`src/rtl/regfile_write_arbiter_if.sv`:
```
// Write-port bundle between the register-file requesters and the arbiter.
// The arbiter takes the slave modport.
interface regfile_write_arbiter_if #(
    parameter int NREQ   = 3,
    parameter int ADDR_W = 5,
    parameter int DATA_W = 32
);
    logic [NREQ-1:0]        req;
    logic [NREQ*ADDR_W-1:0] req_addr;
    logic [NREQ*DATA_W-1:0] req_data;
    logic [NREQ-1:0]        ack;
    logic                   stall_wb;
    logic                   rf_we;
    logic [ADDR_W-1:0]      rf_addr;
    logic [DATA_W-1:0]      rf_data;

    modport master (
        output req, req_addr, req_data,
        input  ack, stall_wb, rf_we, rf_addr, rf_data
    );

    modport slave (
        input  req, req_addr, req_data,
        output ack, stall_wb, rf_we, rf_addr, rf_data
    );
endinterface

```
`src/rtl/regfile_write_arbiter.sv`:
```
// Arbitrates the single register-file write port. Writeback has fixed priority,
// secondaries rotate round-robin, and a starved secondary forces a grant.
module regfile_write_arbiter #(
    parameter int NREQ     = 3,
    parameter int ADDR_W   = 5,
    parameter int DATA_W   = 32,
    parameter int MAX_WAIT = 4
) (
    input  logic                     clock,
    input  logic                     reset,
    regfile_write_arbiter_if.slave   bus
);
    localparam int IDX_W = (NREQ > 2) ? $clog2(NREQ) : 1;
    localparam int CNT_W = $clog2(MAX_WAIT + 1);

    logic [IDX_W-1:0]  rr_ptr_q, rr_ptr_d;
    logic [CNT_W-1:0]  wait_cnt_q [1:NREQ-1];
    logic [CNT_W-1:0]  wait_cnt_d [1:NREQ-1];
    logic              rf_we_q, rf_we_d;
    logic [ADDR_W-1:0] rf_addr_q, rf_addr_d;
    logic [DATA_W-1:0] rf_data_q, rf_data_d;

    logic              starve_hit, rr_hit, grant_hit;
    logic [IDX_W-1:0]  starve_idx, rr_idx, grant_idx;
    logic [NREQ-1:0]   ack_w;
    logic [ADDR_W-1:0] g_addr;
    logic [DATA_W-1:0] g_data;
    int                cand;

    always_comb begin
        starve_hit = 1'b0;
        starve_idx = '0;
        // Descending scan so the lowest starved index is the one left standing.
        for (int i = NREQ - 1; i >= 1; i--) begin
            if (bus.req[i] && wait_cnt_q[i] == CNT_W'(MAX_WAIT)) begin
                starve_hit = 1'b1;
                starve_idx = IDX_W'(i);
            end
        end

        rr_hit = 1'b0;
        rr_idx = '0;
        cand   = 0;
        for (int k = NREQ - 1; k >= 1; k--) begin
            cand = int'(rr_ptr_q) + k;
            if (cand > NREQ - 1) begin
                cand = cand - (NREQ - 1);
            end
            if (bus.req[IDX_W'(cand)]) begin
                rr_hit = 1'b1;
                rr_idx = IDX_W'(cand);
            end
        end

        grant_hit = 1'b0;
        grant_idx = '0;
        if (reset) begin
            grant_hit = 1'b0;
        end else if (starve_hit) begin
            grant_hit = 1'b1;
            grant_idx = starve_idx;
        end else if (bus.req[0]) begin
            grant_hit = 1'b1;
            grant_idx = '0;
        end else if (rr_hit) begin
            grant_hit = 1'b1;
            grant_idx = rr_idx;
        end

        ack_w = '0;
        if (grant_hit) begin
            ack_w = NREQ'(1) << grant_idx;
        end

        g_addr = '0;
        g_data = '0;
        for (int i = 0; i < NREQ; i++) begin
            if (ack_w[i]) begin
                g_addr = bus.req_addr[i*ADDR_W +: ADDR_W];
                g_data = bus.req_data[i*DATA_W +: DATA_W];
            end
        end
    end

    always_comb begin
        rr_ptr_d = rr_ptr_q;
        if (grant_hit && grant_idx != '0) begin
            rr_ptr_d = grant_idx;
        end

        for (int i = 1; i < NREQ; i++) begin
            wait_cnt_d[i] = wait_cnt_q[i];
            if (ack_w[i] || !bus.req[i]) begin
                wait_cnt_d[i] = '0;
            end else if (wait_cnt_q[i] != CNT_W'(MAX_WAIT)) begin
                wait_cnt_d[i] = wait_cnt_q[i] + CNT_W'(1);
            end
        end

        // Address 0 is hard-wired in the register file: ack it but drop the write.
        rf_we_d   = grant_hit && (g_addr != '0);
        rf_addr_d = rf_addr_q;
        rf_data_d = rf_data_q;
        if (grant_hit) begin
            rf_addr_d = g_addr;
            rf_data_d = g_data;
        end
    end

    always_ff @(posedge clock) begin
        if (reset) begin
            rr_ptr_q  <= IDX_W'(NREQ - 1);
            rf_we_q   <= 1'b0;
            rf_addr_q <= '0;
            rf_data_q <= '0;
            for (int i = 1; i < NREQ; i++) begin
                wait_cnt_q[i] <= '0;
            end
        end else begin
            rr_ptr_q  <= rr_ptr_d;
            rf_we_q   <= rf_we_d;
            rf_addr_q <= rf_addr_d;
            rf_data_q <= rf_data_d;
            for (int i = 1; i < NREQ; i++) begin
                wait_cnt_q[i] <= wait_cnt_d[i];
            end
        end
    end

    assign bus.ack      = ack_w;
    assign bus.stall_wb = ~reset & bus.req[0] & ~ack_w[0];
    assign bus.rf_we    = rf_we_q;
    assign bus.rf_addr  = rf_addr_q;
    assign bus.rf_data  = rf_data_q;
endmodule

```
`src/flat_wrapper.sv`:
```
// flat-port wrapper written by rule: the top's interface ports become plain ports
module regfile_write_arbiter_flat 
#(
    parameter int NREQ     = 3,
    parameter int ADDR_W   = 5,
    parameter int DATA_W   = 32,
    parameter int MAX_WAIT = 4
)
  (clock, reset, bus_req, bus_req_addr, bus_req_data, bus_ack, bus_stall_wb, bus_rf_we, bus_rf_addr, bus_rf_data);
  regfile_write_arbiter_if #(.NREQ(NREQ), .ADDR_W(ADDR_W), .DATA_W(DATA_W)) bus_i ();
  input  logic clock;
  input  logic reset;
  input wire logic [$bits(bus_i.req)-1:0] bus_req;
  input wire logic [$bits(bus_i.req_addr)-1:0] bus_req_addr;
  input wire logic [$bits(bus_i.req_data)-1:0] bus_req_data;
  output wire logic [$bits(bus_i.ack)-1:0] bus_ack;
  output wire logic [$bits(bus_i.stall_wb)-1:0] bus_stall_wb;
  output wire logic [$bits(bus_i.rf_we)-1:0] bus_rf_we;
  output wire logic [$bits(bus_i.rf_addr)-1:0] bus_rf_addr;
  output wire logic [$bits(bus_i.rf_data)-1:0] bus_rf_data;
  assign bus_i.req = bus_req;
  assign bus_i.req_addr = bus_req_addr;
  assign bus_i.req_data = bus_req_data;
  assign bus_ack = bus_i.ack;
  assign bus_stall_wb = bus_i.stall_wb;
  assign bus_rf_we = bus_i.rf_we;
  assign bus_rf_addr = bus_i.rf_addr;
  assign bus_rf_data = bus_i.rf_data;
  regfile_write_arbiter #(.NREQ(NREQ), .ADDR_W(ADDR_W), .DATA_W(DATA_W), .MAX_WAIT(MAX_WAIT)) u_core (.clock(clock), .reset(reset), .bus(bus_i));
endmodule
```
`config.mk`:
```
export PLATFORM = sky130hd
export DESIGN_NAME = regfile_write_arbiter_flat
export DESIGN_NICKNAME = d
export VERILOG_FILES = /design/src/rtl/regfile_write_arbiter_if.sv /design/src/rtl/regfile_write_arbiter.sv /design/src/flat_wrapper.sv
export SDC_FILE = /design/constraint.sdc
export NUM_CORES = 1
export LEC_CHECK = 0
export CAP_MARGIN = 0
export CORE_MARGIN = 2
export CORE_UTILIZATION = 36
export DETAILED_ROUTE_END_ITERATION = 16
export GPL_TIMING_DRIVEN = 0
export HOLD_SLACK_MARGIN = 0.02
export PLACE_DENSITY = 0.81
export SLEW_MARGIN = 25
export SYNTH_ARGS = -nofsm -noshare
export SYNTH_HDL_FRONTEND = slang
export SYNTH_SLANG_ARGS = --single-unit
```
`constraint.sdc`:
```
create_clock -name clock -period 2.25 [get_ports clock]
set_input_delay 0.45 -clock clock [delete_from_list [all_inputs] [get_ports clock]]
set_output_delay 0.45 -clock clock [all_outputs]
set_load 0.1 [all_outputs]
```
Word level (Yosys, flattened, before mapping)

Memories as Yosys holds them, arrays and structs flattened.
Cells that the tools add are included.

Bitwise logic cells: 6
$lt $le $gt $ge: 4
Shift operators: 1
Reduce and logical (&&, ||, !) cells: 10
Multiplexer cells: 40
$add $sub $neg: 6
Equality and inequality tests: 4

Operators by type and width:

| kind                  | count |
|---|---|
| $mux W32              | 3 |
| $mux W3               | 7 |
| $mux W2               | 10 |
| $mux W1               | 15 |
| $mux W5               | 3 |
| $lt A2 B4 Y1 const B  | 2 |
| $add A3 B1 Y3 const B | 2 |
| $eq A3 B3 Y1 const B  | 2 |
| $gt A3 B2 Y1 const B  | 2 |
| $ne A3 B3 Y1 const B  | 2 |
| $reduce_bool A5 Y1    | 1 |
| $bmux W1 S2           | 2 |
| $logic_and A1 B1 Y1   | 4 |
| $sub A2 B2 Y2 const B | 2 |
| $add A2 B1 Y3 const B | 1 |
| $add A2 B2 Y3 const B | 1 |
| $shl A1 B2 Y3 const A | 1 |
| $and A1 B1 Y1         | 2 |
| $logic_not A1 Y1      | 2 |
| $logic_or A1 B1 Y1    | 2 |
| $not A1 Y1            | 2 |
| $or A1 B1 Y1          | 2 |
| $reduce_bool A2 Y1    | 1 |

Output and inout port bits: 42
Register bits: 40
RAM bits: 6
Memories: 1
Input bits: 116

Memories:

| name              | depth | bits a word | read ports | clocked after Yosys merged registers in | write ports | line                        | text |
|---|---|---|---|---|---|---|---|
| u_core.wait_cnt_q | 2     | 3           | 2          | 0                                       | 2           | regfile_write_arbiter.sv:17 | `logic [CNT_W-1:0] wait_cnt_q [1:NREQ-1];` |

Logic depth before layout (Yosys ltp)

Depth in word-level cells: 19
Mapped depth: 10
Mapped depth without buffers: 9

Worst setup path before layout

Ideal clock, no wire load.

Kind: reg2out
Start point: memory u_core.wait_cnt_q[2][0] (netlist bit)
End point: output bus_stall_wb
Data required time: 1.800 ns
Arrival: 2.276 ns
Slack: -0.476 ns
Stages on the path, launching flop included: 8
Path buffers: 1
Path through: dfxtp_1 -> inv_1 -> ha_1 -> nand3_1 -> a31oi_2 -> a21oi_1 -> clkbuf_1 -> and2_1

RTL lines:

| what        | line                        | text |
|---|---|---|
| from (decl) | regfile_write_arbiter.sv:17 |  |
| to (decl)   | flat_wrapper.sv:17          | `output wire logic [$bits(bus_i.stall_wb)-1:0] bus_stall_wb;` |

==> results.md <==
- Reg2reg setup slack: around 0.037 ns
- GPL Wtd Cong: 0.740
- Final setup TNS: 0 ns
- Post-synth EDFFs: 0
- Largest net degree at the start of global routing: 15
- Post-synth ARST share: 0
- YS warnings: 0
- Crit path max-delay family: simple AND/OR/NAND/NOR gates
- Die H: 84.3 um
- GRT Util Overall: 0.230
- Max Cap Violations: 0
- Leakage: about 2.1 nW
- Top-area cell type share of the netlist area: 0.397
- Final setup fails: 0
- Crit path from: u_core.wait_cnt_q[1][0]$_SDFFE_PP0P_
- Max-slew violations: 0
- DRC viols: 0
- Die X: approximately 84 um
- Clock Skew: roughly 0.004 ns
- Hold buffers post-CTS: 0
- Register area: 930 sq um
- Initial DRT Pass Iterations: 4
- CP Launch Type: flop
- Min Tclk post-route: 2.21 ns
- CP Cell Sequence: inv_2 > ha_4 > and3_4 > a31oi_4 > or2_1 > buf_6 > inv_4 > a222oi_1 > nand4_1 > or2_1
- Final net count: around 570
- Worst IR drop on VDD: 0.447 mV
- First-pass GRT wire length: around 13 mm
- Fin cells: 526
- Max FO, Critical Path: 6
- Delay of the slowest critical-path stage: between 0.4 and 0.5 ns
- N_diodes: 0
- Area grow syn2layout: 89.0%
- Max Root-Sink Buffers: 2
- Crit Path Class: flop to flop
- Clock transition at path regs: ~0.09 ns
- Slew of the pin with the lowest slew margin: about 1.0 ns
- Fill cell count: roughly 510
- Fin util: 0.699
- Final period util: 0.984
- Top post-synthesis cells by count: 47 x nand2_1, 46 x dfxtp_1, 39 x a21oi_1
- Clock sinks: 46
- Syn Std Cell Area: 2320 sq um
- Critical Path Stages: 10
- Yosys cell types: 39
- Top-count cell post-synth: nand2_1
- Hold crit path type: flop to flop
- Initial antenna violation count: 0
- Placed cell areas: 4000 sq um
- DR vias/cell: 5.25
- Vias: about 2.8k
- FF-to-FF Start: u_core.wait_cnt_q[1][0]$_SDFFE_PP0P_
- Cells after DPL: just over 500
- Worst r2r dst: u_core.bus.rf_we$_SDFF_PP0_
- Sequential element share of the synthesized area: 0.397
- CTS Root Cell: clkbuf_8
- Initial core utilization: 0.370
- Most used cell, CP: or2_1
- Worst path buffer plus inverter count: 3
- Synth Register Bits: 46
- Critical Path RT: approximately 2.4 ns
- Vias in the first global route: 2885
- Syn Nets: roughly 390
- Outcome: finished, final reports clean
- WHS Path Cells: 1
- Biggest area consumer among synthesized cells: dfxtp_1
- Unrepaired setup endpoints after global routing: yes
- Cell Pwr Density: approximately 590 nW/um^2
- Detail Route Antenna Nets: 0
- Initial drt markers: 67
- Layout cells sized above 1: 0.140
- I/O pins: 158
- Final Hold Fails: 0
- Fmax: roughly 450 MHz
- Area of the multi-input gates: 1310 sq um
- Ranking of synthesized cells by area: dfxtp_1 40%, o221a_1 15%, a21oi_1 8.4%
- Dominant synthesized flop cell: dfxtp_1
- TritonCTS clock tree: built
- Final instance area: ~4400 sq um
- Clk Latency, worst-skew pair: 0.30 ns
- Wire per inst: roughly 16 um
- Syn Inst Count: between 200 and 300
- Avg Inst Size Synth: approximately 8.5 sq um
- Relative slew slack: 0.316
- Routed WL: 8.38 mm
- Arr. time, crit path: about 2.4 ns
- Critical Path Sink: u_core.bus.rf_we$_SDFF_PP0_
- Gr ovfl total: 0
- # port buffers: 157
- Row cnt: 29
- Die Footprint: between 7000 and 8000 sq um
- H-tree depth: 2
- CP Capture Type: flop
- Critical-path top delay cell: a222oi_1
- Num CTS Buffers: 5
- DPL Wire Length: between 6 and 7 mm
- CORE AREA: roughly 6300 sq um
- Worst reg-to-reg path cell count: 10
[what timing repair did]
item	CTS	global route
cloned	0	0
pin swaps	4	3
endpoints found under the setup margin	34	45
resized for setup	61	46
setup buffers	5	6
[area by class of cell]
cell class	count	share of cell area
Tap cell	77	0.0220
Clock buffer	7	0.0220
Multi-Input combinational cell	196	0.299
Clock inverter	1	0.00200
Inverter	9	0.00941
Timing Repair Buffer	168	0.404
Sequential cell	46	0.212
Buffer	22	0.0305
[worst register-to-register path: stages (launching register included)]
cell      delay (ns)
dfxtp_2         0.36
inv_2           0.05
ha_4            0.16
and3_4          0.19
a31oi_4         0.20
or2_1           0.16
buf_6           0.13
inv_4           0.06
a222oi_1        0.44
nand4_1         0.14
or2_1           0.22
[how the worst min path moves through the flow]
| stage | from | to | slack (ns) |
|---|---|---|---|
| finish | u_core.wait_cnt_q[1][0]$_SDFFE_PP0P_ | u_core.wait_cnt_q[1][0]$_SDFFE_PP0P_ | 0.44 |
| global route | u_core.wait_cnt_q[1][0]$_SDFFE_PP0P_ | u_core.wait_cnt_q[1][0]$_SDFFE_PP0P_ | 0.46 |
| CTS | u_core.wait_cnt_q[1][0]$_SDFFE_PP0P_ | u_core.wait_cnt_q[1][0]$_SDFFE_PP0P_ | 0.43 |
| detailed placement | u_core.bus.rf_addr[0]$_SDFFE_PP0P_ | u_core.bus.rf_addr[0]$_SDFFE_PP0P_ | 0.44 |
| global placement | u_core.bus.rf_addr[0]$_SDFFE_PP0P_ | u_core.bus.rf_addr[0]$_SDFFE_PP0P_ | 0.43 |
| floorplan | u_core.wait_cnt_q[1][0]$_SDFFE_PP0P_ | u_core.wait_cnt_q[1][0]$_SDFFE_PP0P_ | 0.42 |
[placed cells by master, fill, tap and decap left out, types with 2 or more instances in the layout]
master,netlist,routed
a21oi_1,39,38
a221oi_1,2,2
a222oi_1,2,2
and4_1,2,2
buf_12,0,3
buf_2,5,6
buf_4,1,11
buf_6,5,6
clkbuf_1,11,10
clkbuf_8,0,7
clkdlybuf4s50_1,0,114
dfxtp_1,46,41
dfxtp_2,0,4
dlygate4sd2_1,0,2
dlymetal6s2s_1,0,35
ha_1,4,2
ha_4,0,2
inv_1,6,2
inv_2,2,5
nand2_1,47,47
nand2b_1,2,2
nand3_1,4,3
nor2_1,7,7
nor3_1,3,3
o21ai_0,2,2
o21ai_1,31,30
o221a_1,30,30
o221a_2,2,2
or2_1,3,3
[where the power goes]
| group | switching, mW | internal, mW | leakage [nW] | total [mW] |
|---|---|---|---|---|
| clock | 0.281 | 0.282 | 0.0544 | 0.562 |
| combinational | 0.681 | 0.414 | 1.65 | 1.10 |
| sequential | 0.0330 | 0.881 | 0.384 | 0.914 |
[kinds of logic after synthesis]
kind of cell | share of synthesized area
buf+inv | 0.0733
xor+xnor | 0.00377
simple gates | 0.148
compound gates | 0.353
fa+ha+maj | 0.0216
flops | 0.397
mux | 0.00431
[metal layers]
metal	track usage	share of wire
met1	0.273	0.41
met3	0.0560	0.074
met5	0	0
met4	0.0587	0.014
met2	0.414	0.51
[per-stage QoR]
stage / setup WS, ns / hold slack [ns] / total power [mW]
after global routing: -0.0517 / 0.460 / 2.68
after detailed placement: -1.77 / 0.437 / 1.99
final: 0.0369 / 0.441 / 2.57
after floorplan: 0.0349 / 0.425 / 1.60
after CTS: 0.00181 / 0.434 / 2.58
after global placement: -1.74 / 0.432 / 1.98
[registers in the layout (all words and copies together), names as in the netlist]
signal / flops
u_core.bus.rf_data: 32
u_core.bus.rf_addr: 5
u_core.bus.rf_we: 1
u_core.wait_cnt_q: 6
u_core.rr_ptr_q: 2
Power figures use the tool's default switching activity.
